`config.mk`:
```
export PLATFORM = sky130hd
export DESIGN_NAME = torneio_pontuacao
export DESIGN_NICKNAME = d
export VERILOG_FILES = /design/src/rtl/torneio_pontuacao.sv
export SDC_FILE = /design/constraint.sdc
export NUM_CORES = 1
export LEC_CHECK = 0
export CAP_MARGIN = 10
export CORE_AREA = 4 4 131 133
export DETAILED_ROUTE_END_ITERATION = 7
export DIE_AREA = 0 0 135 137
export RECOVER_POWER = 25
export SLEW_MARGIN = 20
export SYNTH_ARGS = -nofsm -noshare
export SYNTH_HDL_FRONTEND = slang
export SYNTH_SLANG_ARGS = --single-unit
```
`constraint.sdc`:
```
create_clock -name clk -period 6.25 [get_ports clk]
set_clock_uncertainty 0.2 [all_clocks]
set_input_delay 0.625 -clock clk [delete_from_list [all_inputs] [get_ports clk]]
set_output_delay 0.625 -clock clk [all_outputs]
set_load 0.01 [all_outputs]
```
`src/rtl/torneio_pontuacao.sv`:
```
// Round-robin tournament scorer: accepts one pairwise result per handshake,
// accumulates saturating scores, then scans one player per cycle for the winner.
module torneio_pontuacao #(
    parameter  int N_JOG   = 4,
    parameter  int SCORE_W = 5,
    parameter  int WIN_PTS = 2,
    localparam int IW      = (N_JOG > 1) ? $clog2(N_JOG) : 1
) (
    input  logic               clk,
    input  logic               reset,
    input  logic               clear,
    input  logic               match_valid,
    output logic               match_ready,
    input  logic [IW-1:0]      jog_a,
    input  logic [IW-1:0]      jog_b,
    input  logic               a_vence,
    input  logic               empate_in,
    output logic               err,
    input  logic [IW-1:0]      rd_idx,
    output logic [SCORE_W-1:0] rd_score,
    output logic               done,
    output logic               vitoria,
    output logic               empate,
    output logic [IW-1:0]      winner
);

    localparam int NP = N_JOG * (N_JOG - 1) / 2;
    localparam int CW = $clog2(NP + 1);
    localparam int PW = $clog2(N_JOG * N_JOG);
    localparam int SW = $clog2(N_JOG + 1);
    localparam logic [SCORE_W-1:0] SMAX = '1;

    typedef enum logic [1:0] {COLLECT, RESOLVE, DONE} state_t;

    state_t               state_q, state_d;
    logic [SCORE_W-1:0]   score_q [N_JOG];
    logic [SCORE_W-1:0]   score_d [N_JOG];
    logic [N_JOG*N_JOG-1:0] played_q, played_d;
    logic [CW-1:0]        cnt_q, cnt_d;
    logic [SW-1:0]        scan_q, scan_d;
    logic [SCORE_W-1:0]   max_q, max_d;
    logic [IW-1:0]        first_q, first_d;
    logic                 multi_q, multi_d;
    logic                 err_q, err_d;
    logic                 done_q, done_d;
    logic                 vit_q, vit_d;
    logic                 emp_q, emp_d;
    logic [IW-1:0]        win_q, win_d;

    logic [IW-1:0]        lo, hi;
    logic [PW-1:0]        pair_idx;
    logic                 in_range, legal, offer, accept, reject;
    logic [SCORE_W-1:0]   cur;

    function automatic logic [SCORE_W-1:0] sat_add(input logic [SCORE_W-1:0] s,
                                                   input logic [31:0] inc);
        logic [31:0] t;
        t = 32'(s) + inc;
        return (t > 32'(SMAX)) ? SMAX : t[SCORE_W-1:0];
    endfunction

    // Played pairs are stored as an N x N bitmap indexed by {min, max}.
    always_comb begin
        lo       = (jog_a < jog_b) ? jog_a : jog_b;
        hi       = (jog_a < jog_b) ? jog_b : jog_a;
        in_range = (32'(jog_a) < N_JOG) && (32'(jog_b) < N_JOG);
        pair_idx = PW'(32'(lo) * N_JOG + 32'(hi));
        legal    = (jog_a != jog_b) && in_range && !played_q[pair_idx];
        offer    = match_valid && (state_q == COLLECT);
        accept   = offer && legal && !clear;
        reject   = offer && !legal && !clear;
    end

    always_comb begin
        state_d  = state_q;
        score_d  = score_q;
        played_d = played_q;
        cnt_d    = cnt_q;
        scan_d   = scan_q;
        max_d    = max_q;
        first_d  = first_q;
        multi_d  = multi_q;
        err_d    = reject;
        done_d   = done_q;
        vit_d    = vit_q;
        emp_d    = emp_q;
        win_d    = win_q;
        cur      = '0;

        case (state_q)
            COLLECT: begin
                if (accept) begin
                    played_d[pair_idx] = 1'b1;
                    cnt_d = cnt_q + 1'b1;
                    if (empate_in) begin
                        score_d[jog_a] = sat_add(score_q[jog_a], 32'd1);
                        score_d[jog_b] = sat_add(score_q[jog_b], 32'd1);
                    end else if (a_vence) begin
                        score_d[jog_a] = sat_add(score_q[jog_a], 32'(WIN_PTS));
                    end else begin
                        score_d[jog_b] = sat_add(score_q[jog_b], 32'(WIN_PTS));
                    end
                    if (cnt_q == CW'(NP - 1)) begin
                        state_d = RESOLVE;
                        scan_d  = '0;
                    end
                end
            end
            RESOLVE: begin
                if (32'(scan_q) < N_JOG) begin
                    cur = score_q[scan_q[IW-1:0]];
                    // Strict > keeps the lowest index when scores tie.
                    if (scan_q == '0 || cur > max_q) begin
                        max_d   = cur;
                        first_d = scan_q[IW-1:0];
                        multi_d = 1'b0;
                    end else if (cur == max_q) begin
                        multi_d = 1'b1;
                    end
                    scan_d = scan_q + 1'b1;
                end else begin
                    done_d  = 1'b1;
                    vit_d   = !multi_q;
                    emp_d   = multi_q;
                    win_d   = first_q;
                    state_d = DONE;
                end
            end
            DONE: ;
            default: state_d = COLLECT;
        endcase

        if (clear) begin
            state_d  = COLLECT;
            for (int i = 0; i < N_JOG; i++) score_d[i] = '0;
            played_d = '0;
            cnt_d    = '0;
            scan_d   = '0;
            max_d    = '0;
            first_d  = '0;
            multi_d  = 1'b0;
            err_d    = 1'b0;
            done_d   = 1'b0;
            vit_d    = 1'b0;
            emp_d    = 1'b0;
            win_d    = '0;
        end
    end

    for (genvar gi = 0; gi < N_JOG; gi++) begin : g_score
        always_ff @(posedge clk or posedge reset) begin
            if (reset) score_q[gi] <= '0;
            else       score_q[gi] <= score_d[gi];
        end
    end

    always_ff @(posedge clk or posedge reset) begin
        if (reset) begin
            state_q  <= COLLECT;
            played_q <= '0;
            cnt_q    <= '0;
            scan_q   <= '0;
            max_q    <= '0;
            first_q  <= '0;
            multi_q  <= 1'b0;
            err_q    <= 1'b0;
            done_q   <= 1'b0;
            vit_q    <= 1'b0;
            emp_q    <= 1'b0;
            win_q    <= '0;
        end else begin
            state_q  <= state_d;
            played_q <= played_d;
            cnt_q    <= cnt_d;
            scan_q   <= scan_d;
            max_q    <= max_d;
            first_q  <= first_d;
            multi_q  <= multi_d;
            err_q    <= err_d;
            done_q   <= done_d;
            vit_q    <= vit_d;
            emp_q    <= emp_d;
            win_q    <= win_d;
        end
    end

    always_comb begin
        rd_score = '0;
        if (32'(rd_idx) < N_JOG) rd_score = score_q[rd_idx];
    end

    assign match_ready = (state_q == COLLECT);
    assign err         = err_q;
    assign done        = done_q;
    assign vitoria     = vit_q;
    assign empate      = emp_q;
    assign winner      = win_q;

endmodule

```
# After elaboration in Yosys (flattened, before gate mapping)
# Index checks and enable logic that the tools add are counted.
[totals]
inputBits = 12
word_cells = 160
out_inout_bits = 12
regBits = 58
[classes]
order_cmp = 15
n_eq_ne = 11
n_reduce_logical = 29
bitwise = 5
addsub = 7
n_mux = 77
[ops]
columns = ["op", "count"]
rows = [
  ["2-to-1 mux 20 bit", 5],
  ["2-to-1 mux 5 bit", 18],
  ["bitwise mux 20 bit", 4],
  ["2-to-1 mux 16 bit", 3],
  ["binary-select mux 5 bit (select 2 bit)", 4],
  ["2-to-1 mux 2 bit", 13],
  ["greater-than comparator 6 x 5 -> 1 bit (second input constant)", 4],
  ["2-to-1 mux 3 bit", 7],
  ["demux 5 bit (select 2 bit)", 2],
  ["2-to-1 mux 1 bit", 17],
  ["bitwise OR 16 bit", 1],
  ["adder 5 x 1 -> 6 bit (second input constant)", 2],
  ["adder 5 x 2 -> 6 bit (second input constant)", 2],
  ["greater-or-equal comparator 3 bit (second input constant)", 4],
  ["inverter 2 -> 3 bit", 4],
  ["nonzero test 2 bit", 5],
  ["logical AND 1 bit", 9],
  ["AND reduction 4 bit", 2],
  ["adder 3 x 1 -> 3 bit (second input constant)", 2],
  ["< comparator 3 x 1 -> 1 bit (second input constant)", 2],
  ["inequality test 3 x 2 -> 1 bit (second input constant)", 2],
  ["inequality test 3 bit (second input constant)", 2],
  ["one-hot mux 2 bit (3 select lines)", 1],
  ["one-hot mux 3 bit (2 select lines)", 1],
  ["21 further kinds", 28],
]

# Logic depth before layout (Yosys ltp)
[depth]
depth_word = 13
depth_mapped = 15

# Worst setup path before layout
# OpenSTA, ideal clock, no wires.
[synth_path]
path_type = "input port to flip-flop"
start = "input port jog_b[1]"
end = "register score_q[0] (netlist name)"
setup_ns = 0.128
n_path_buf = 3
slack_ns = 2.847
t_arrival_ns = 3.076
cell_stages = 12
cell_sequence = "clkbuf_1 buf_2 inv_1 ha_1 o21ba_2 clkbuf_1 a211oi_1 nor4_1 and3_4 or2_1 a41o_1 mux2_1"
[synth_between]
elab_chain_cells = 13
[synth_rtl]
columns = ["item", "line_no", "rtl"]
rows = [
  ["start: declaration", "15", "input logic [IW-1:0] jog_b,"],
  ["inverter 2 -> 3 bit (implied by the code)", "97, 101", ""],
  ["binary-select mux 5 bit (select 2 bit)", "97, 101", ""],
  ["2-to-1 mux 5 bit (implied by the code) (2 in a row)", "97, 101", ""],
  ["adder 5 x 2 -> 6 bit", "58", "t = 32'(s) + inc;"],
  ["greater-than comparator 6 x 5 -> 1 bit", "59", "return (t > 32'(SMAX)) ? SMAX : t[SCORE_W-1:0];"],
  ["2-to-1 mux 5 bit", "59", ""],
  ["bitwise mux 20 bit", "101", "score_d[jog_b] = sat_add(score_q[jog_b], 32'(WIN_PTS));"],
  ["2-to-1 mux 20 bit", "98", "end else if (a_vence) begin"],
  ["2-to-1 mux 20 bit", "95", "if (empate_in) begin"],
  ["2-to-1 mux 20 bit", "92", "if (accept) begin"],
  ["2-to-1 mux 20 bit", "90", "case (state_q)"],
  ["2-to-1 mux 20 bit", "133", "if (clear) begin"],
  ["end signal: indexed assignment", "153", "else score_q[gi] <= score_d[gi];"],
  ["end: declaration", "36", "logic [SCORE_W-1:0] score_q [N_JOG];"],
]
# Parallel ways exist; a longest one is shown, timed or not. The select of a mux whose other input is x is not followed.
# A chain may end at the register's enable or synchronous reset.

# Worst setup path in the final report
[layout_path]
start = "input port jog_b[1]"
end = "register score_q[18] (netlist name)"
# Same word-level chain as after synthesis.

==> results.ini <==
[run_status]
status=complete, but fails checks
violations=max-capacitance violations, max-slew violations

[min_path]
min_path_cells=2
min_path_type=reg2reg
worstHoldEndpoint=vitoria
hp-start=vitoria

[worst_setup_path]
cpPeakStageDelay_ns=0.90
r2r_slack_ns=3.10
worstSetupPathType=in2reg
crit_required_ns=6.26
slowest_stage=clkdlybuf4s50_1
r2r-end=score_q[12]
arrival_ns=4.23
cp-startpoint=jog_b[1]
rr_startpoint=score_q[7]
worstPathMaxFanout=28
cp-end-kind=flip-flop
critPathLaunchType=input port
reg2reg_depth=7
crit_chain=clkdlybuf4s50_1, inv_1, ha_1, o21bai_1, a211oi_1, nor4_1, and3_4, o21a_2, nand2_2, o41ai_2

[timing]
finalSetupViolCount=0
drv_slew=124
finalSetupTns_ns=0
fmax_mhz=237
fin_crit_ns=4.23
tightest_slew_ns=3.12
slew_headroom_pct=-108
period_share_pct=67.6
rsz0062_at_grt=false
hold_viol_final=0

[detailed_routing]
drtIter0Drc=386
postRouteAntennaNets=0
avgViaCountPerCell=5.73
vias=4164
routed_wirelength_um=13500
wl_per_cell_um=18.5
drt-pass1-iter-count=5
drc=0

[logic_synthesis]
syn-num-nets=532
synthAdderAreaFrac_pct=4.50
synth_most_common_cell=dfrtp_1
synth_top_family_by_area=compound AO/OA/AOI/OAI gates
synthXorXnorAreaFrac_pct=0.927
syn_area_per_cell_um2=9.39
synth_area_um2=4720
synthMuxAreaShare_pct=15.4
synth_top_area_cell=dfrtp_1
synth-main-ff-cell=dfrtp_1
synth_common_cells=58 x dfrtp_1, 44 x nor2_1, 42 x inv_1, 28 x nand2_1
yosysSeqAreaShare_pct=30.7
async_reset_ff_share_pct=100
synth-compound-area-share_pct=25.5
ys_seq_elements=58
synth-simple-area-share_pct=15.3
ys_warn_count=0
syn_inst=503
ys_top_cells_by_area=dfrtp_1 31%, mux4_2 9.5%, ha_1 4.5%, a221oi_1 4.1%, nor2_1 3.5%
synth_edf_count=0
netlist.area_leader.share_pct=30.7
synth_cell_types=61

[cts]
cts_tree=done
hold_buffers=0
htreeDepth=3
cts-root-buf=clkbuf_16
cts.sinks=58
cts-resized-gates=0
post_cts_buffers=0
numCtsBuffers=9
cts.path.max_buffers=2
clkTransAtPathRegs_ns=0.06
clk_latency_ns=0.33

[global_routing]
grt.total_usage_pct=14.8
grt_pass1_vias=3999
grt_max_degree=65
gr-total-overflow=0
grt_pass1_wl_um=21600
antenna_found_initial=0

[power]
p_int_mw=0.862
peakVddDrop_v=0.000145
switchingPower_mw=0.339
combPwrFrac_pct=18.3
switching_share_pct=28.3
p_clk_share_pct=48.2
power.leakage_nw=2.08
p_per_area_nw_per_um2=223
total_power_mw=1.20
p_seq_share_pct=33.5

[final_layout]
layout-drive-gt1-share_pct=14.3
n_fill_cell=1573
seq_area_um2=1450
layout.nets=535
area_growth_pct=14.2
diodes=0
multi_input_area_um2=2910

[floorplanning]
die_x_um=135
initial_core_util_pct=29.8
design.core.area_um2=15800
dieArea_um2=18500
fp.dieH_um=137
row_count=46
pin_count=24

[placed_design]
dp_hpwl_um=9870
portBuffers=23
gp_congestion=0.910

[job]
maxCapViolations=2

[cells by family after synthesis]
group           Yosys count
compound gates          153
simple gates            145
buf+inv                  79
flops                    58
mux                      46
fa+ha+maj                17
xor+xnor                  5
[area by class of cell]
class,count,share of cell area (%)
flip-flops and latches,58,26.9
well taps,216,5.01
clock buffers,9,4.17
multi-input cells,366,53.9
clock inverters,7,2.32
inverters,43,2.99
repair buffers,28,4.71
[critical path, delay by kind of cell]
family                     cells  cell delay, ns
and+or+nand+nor                3            0.79
buffers and inverters          2            1.11
AOI/OAI and AO/OA              4            1.35
adders and majority gates      1            0.34
[sequential cells by signal, summed over array words and instances (netlist names), 2 cells and up]
signal,cells
state_q,2
first_q,2
cnt_q,3
score_q,20
scan_q,3
max_q,5
winner,2
played_q,16
[how the worst max path moves through the flow]
stage	to
after floorplan	score_q[0]
after global placement	score_q[10]
after detailed placement	score_q[18]
after CTS	score_q[18]
after global routing	score_q[0]
final	score_q[18]
[per-layer routing]
| metal | routed length [um] | track usage [%] | vias up |
|---|---|---|---|
| met3 | 1030 | 4.30 | 30 |
| li1 | - | - | 1927 |
| met1 | 5710 | 19.1 | 2029 |
| met5 | 0 | 0 | - |
| met4 | 445 | 6.77 | 0 |
| met2 | 6300 | 23.1 | 178 |
[cell usage in the layout (no fill, tap or decap), types with 14 or more instances in the layout]
| cell | n |
|---|---|
| mux4_2 | 20 |
| o22ai_1 | 25 |
| mux2i_1 | 14 |
| dfrtp_1 | 58 |
| inv_1 | 41 |
| a221oi_1 | 22 |
| nand2_1 | 28 |
| ha_1 | 17 |
| nand2b_1 | 17 |
| nor2_1 | 44 |
| clkdlybuf4s50_1 | 21 |
| a21oi_1 | 25 |
[power groups by stage]
stage | sequential (mW) | combinational (mW) | clock [mW]
after floorplan | 0.403 | 0.167 | 0
after global placement | 0.408 | 0.214 | 0
after detailed placement | 0.408 | 0.217 | 0
after CTS | 0.402 | 0.218 | 0.593
after global routing | 0.404 | 0.240 | 0.609
final | 0.403 | 0.219 | 0.579
[metrics by stage]
stage	setup WS [ns]	utilization, %	cell area [um^2]	std cells	hold WS (ns)
global route	1.59	34.1	5400	727	0.345
detailed placement	1.41	31.9	5050	711	0.310
CTS	1.73	34.1	5400	727	0.322
finish	2.02	34.1	5400	727	0.314
global placement	1.64	31.9	5050	711	0.301
floorplan	2.85	-	4720	503	0.280
No activity file was read; power rests on OpenSTA's default activity.
==> patch: new RTL, config.mk and constraints unchanged <==
`N_JOG`: 4 -> 8.
--- a/src/rtl/torneio_pontuacao.sv
+++ b/src/rtl/torneio_pontuacao.sv
@@ -3,3 +3,3 @@
 module torneio_pontuacao #(
-    parameter  int N_JOG   = 4,
+    parameter  int N_JOG   = 8,
     parameter  int SCORE_W = 5,
Interface: changed (resized jog_a, jog_b, rd_idx and winner); port bits go from 24 to 28. No check against the original RTL was run, so the function may have changed too.
==> patch against the unedited design <==
  * The flow still finishes with violations (capacitance limit, slew limit)
  * Sequential cell count is 73 higher
  * Global-route usage increased by 24 points
  * Synthesized area up 110%
  * Utilization grew 35 points
  * Routed wire length rose to 2.6 times the old value
  * Power rose by 110%
  * Final area increased by 100%
  * Via count rose by 140%
  * Setup slack worse by 660 ps
  * Largest power group unchanged
  * Critical endpoint is now played_q[24]
==> patch: results (changes against the unedited design) <==
Parameter                              Value

Placed design
  Number of input and output port buffers inserted    27 (+17%)
  Placed Instance Area    0.0103 mm² (+100%)
  Post-place setup slack    1070 ps (-349 ps)
  Final estimated routing congestion in global placement    1.04 (+14%)

Logic synthesis
  Share of synthesized area spent on multiplexers    0.144 (-0.00944)
  Biggest area contributors in the synthesized netlist    dfrtp_1 33%, mux4_2 7.0%, a221oi_1 4.3%
  Distinct cells, synth    77 (+26%)
  Synth Area in Compound Gates    0.269 (+0.0145)
  Post-synthesis net count    1180 (+120%)
  Xor-xnor portion of the synthesized cell area    0.00262 (-0.00665)

Route
  Number of vias in the routed layout    9924 (+140%)
  Wire length on met2    16.2 mm (+160%)
  Number of DRC markers in iteration 0    1213 (+210%)
  Routed wire length per instance    25.6 µm (+38%)
  Wire length on met3    3.40 mm (+230%)
  Drt via density    7.33 (+28%)

Clock tree
  Cts bufs inserted    17 (+8)
  Maximum level of the CTS H-tree    4 (+1)

Power
  Switching part of the total power    0.319 (+0.0362)
  Sequential group share of total power    0.366 (+0.031)
  Peak supply drop    233 µV (+61%)
  Clock power share    0.428 (-0.054)
  Reported sequential group power    901 µW (+120%)
  Static Leakage    0.00414 µW (+99%)

Critical path
  CP Data Arrival Time    4980 ps (+750 ps)
  Stage delay of the slowest cell on the critical path    800 ps (-100 ps)
  Critical path's slowest cell    a2111oi_1
  Top Family by Delay on Critical Path    simple AND/OR/NAND/NOR gates
  Biggest fanout along the worst timing path    43 (+54%)

Outcome
  Failing checks    capacitance limit, slew limit
  Status    finished, violations left

GRT
  Largest net degree at the start of global routing    83 (+28%)
  First-pass GRT wire length    53.8 mm (+150%)
  Number of global-route vias before repair    9586 (+140%)
  Met2 Usage GRT    0.612 (+0.381)
  Met1 global-route usage    0.480 (+0.289)

Finish
  Top flop regs    played_q x64, score_q x40
  Final net count    1157 (+120%)

Run
  Max-Cap Viols    1 (-1)

STA
  Max-slew violation total from the final report    82 (-34%)
-- patch: area by class of cell --
class	count	area (µm²)
Clock inverter	13	174
Tap cell	216	270
Inverter	89	335
Timing Repair Buffer	47	408
Fill cell	1299	4890
Multi-Input combinational cell	839	6030
Sequential cell	131	3280
Clock buffer	19	443
-- patch: path summary, 6_finish.rpt --
check                      slack, ps      endpoint  depth (start not counted)       from
hold reg to reg                  300       vitoria                          1    multi_q
max in group asynchronous       2530   played_q[2]                          3      reset
setup reg to reg                2310      max_q[0]                         12  scan_q[0]
setup / recovery                1370  played_q[24]                         12   jog_b[2]
hold / removal                   300       vitoria                          1    multi_q
min in group asynchronous       1470  played_q[58]                          2      reset
-- patch: cell families after synthesis --
| group | after synthesis |
|---|---|
| xor gates and xnor gates | 3 |
| DFF | 131 |
| muxes | 102 |
| AOI/OAI and AO/OA | 396 |
| adders and majority gates | 17 |
| buffers and inverters | 178 |
| and+or+nand+nor | 321 |
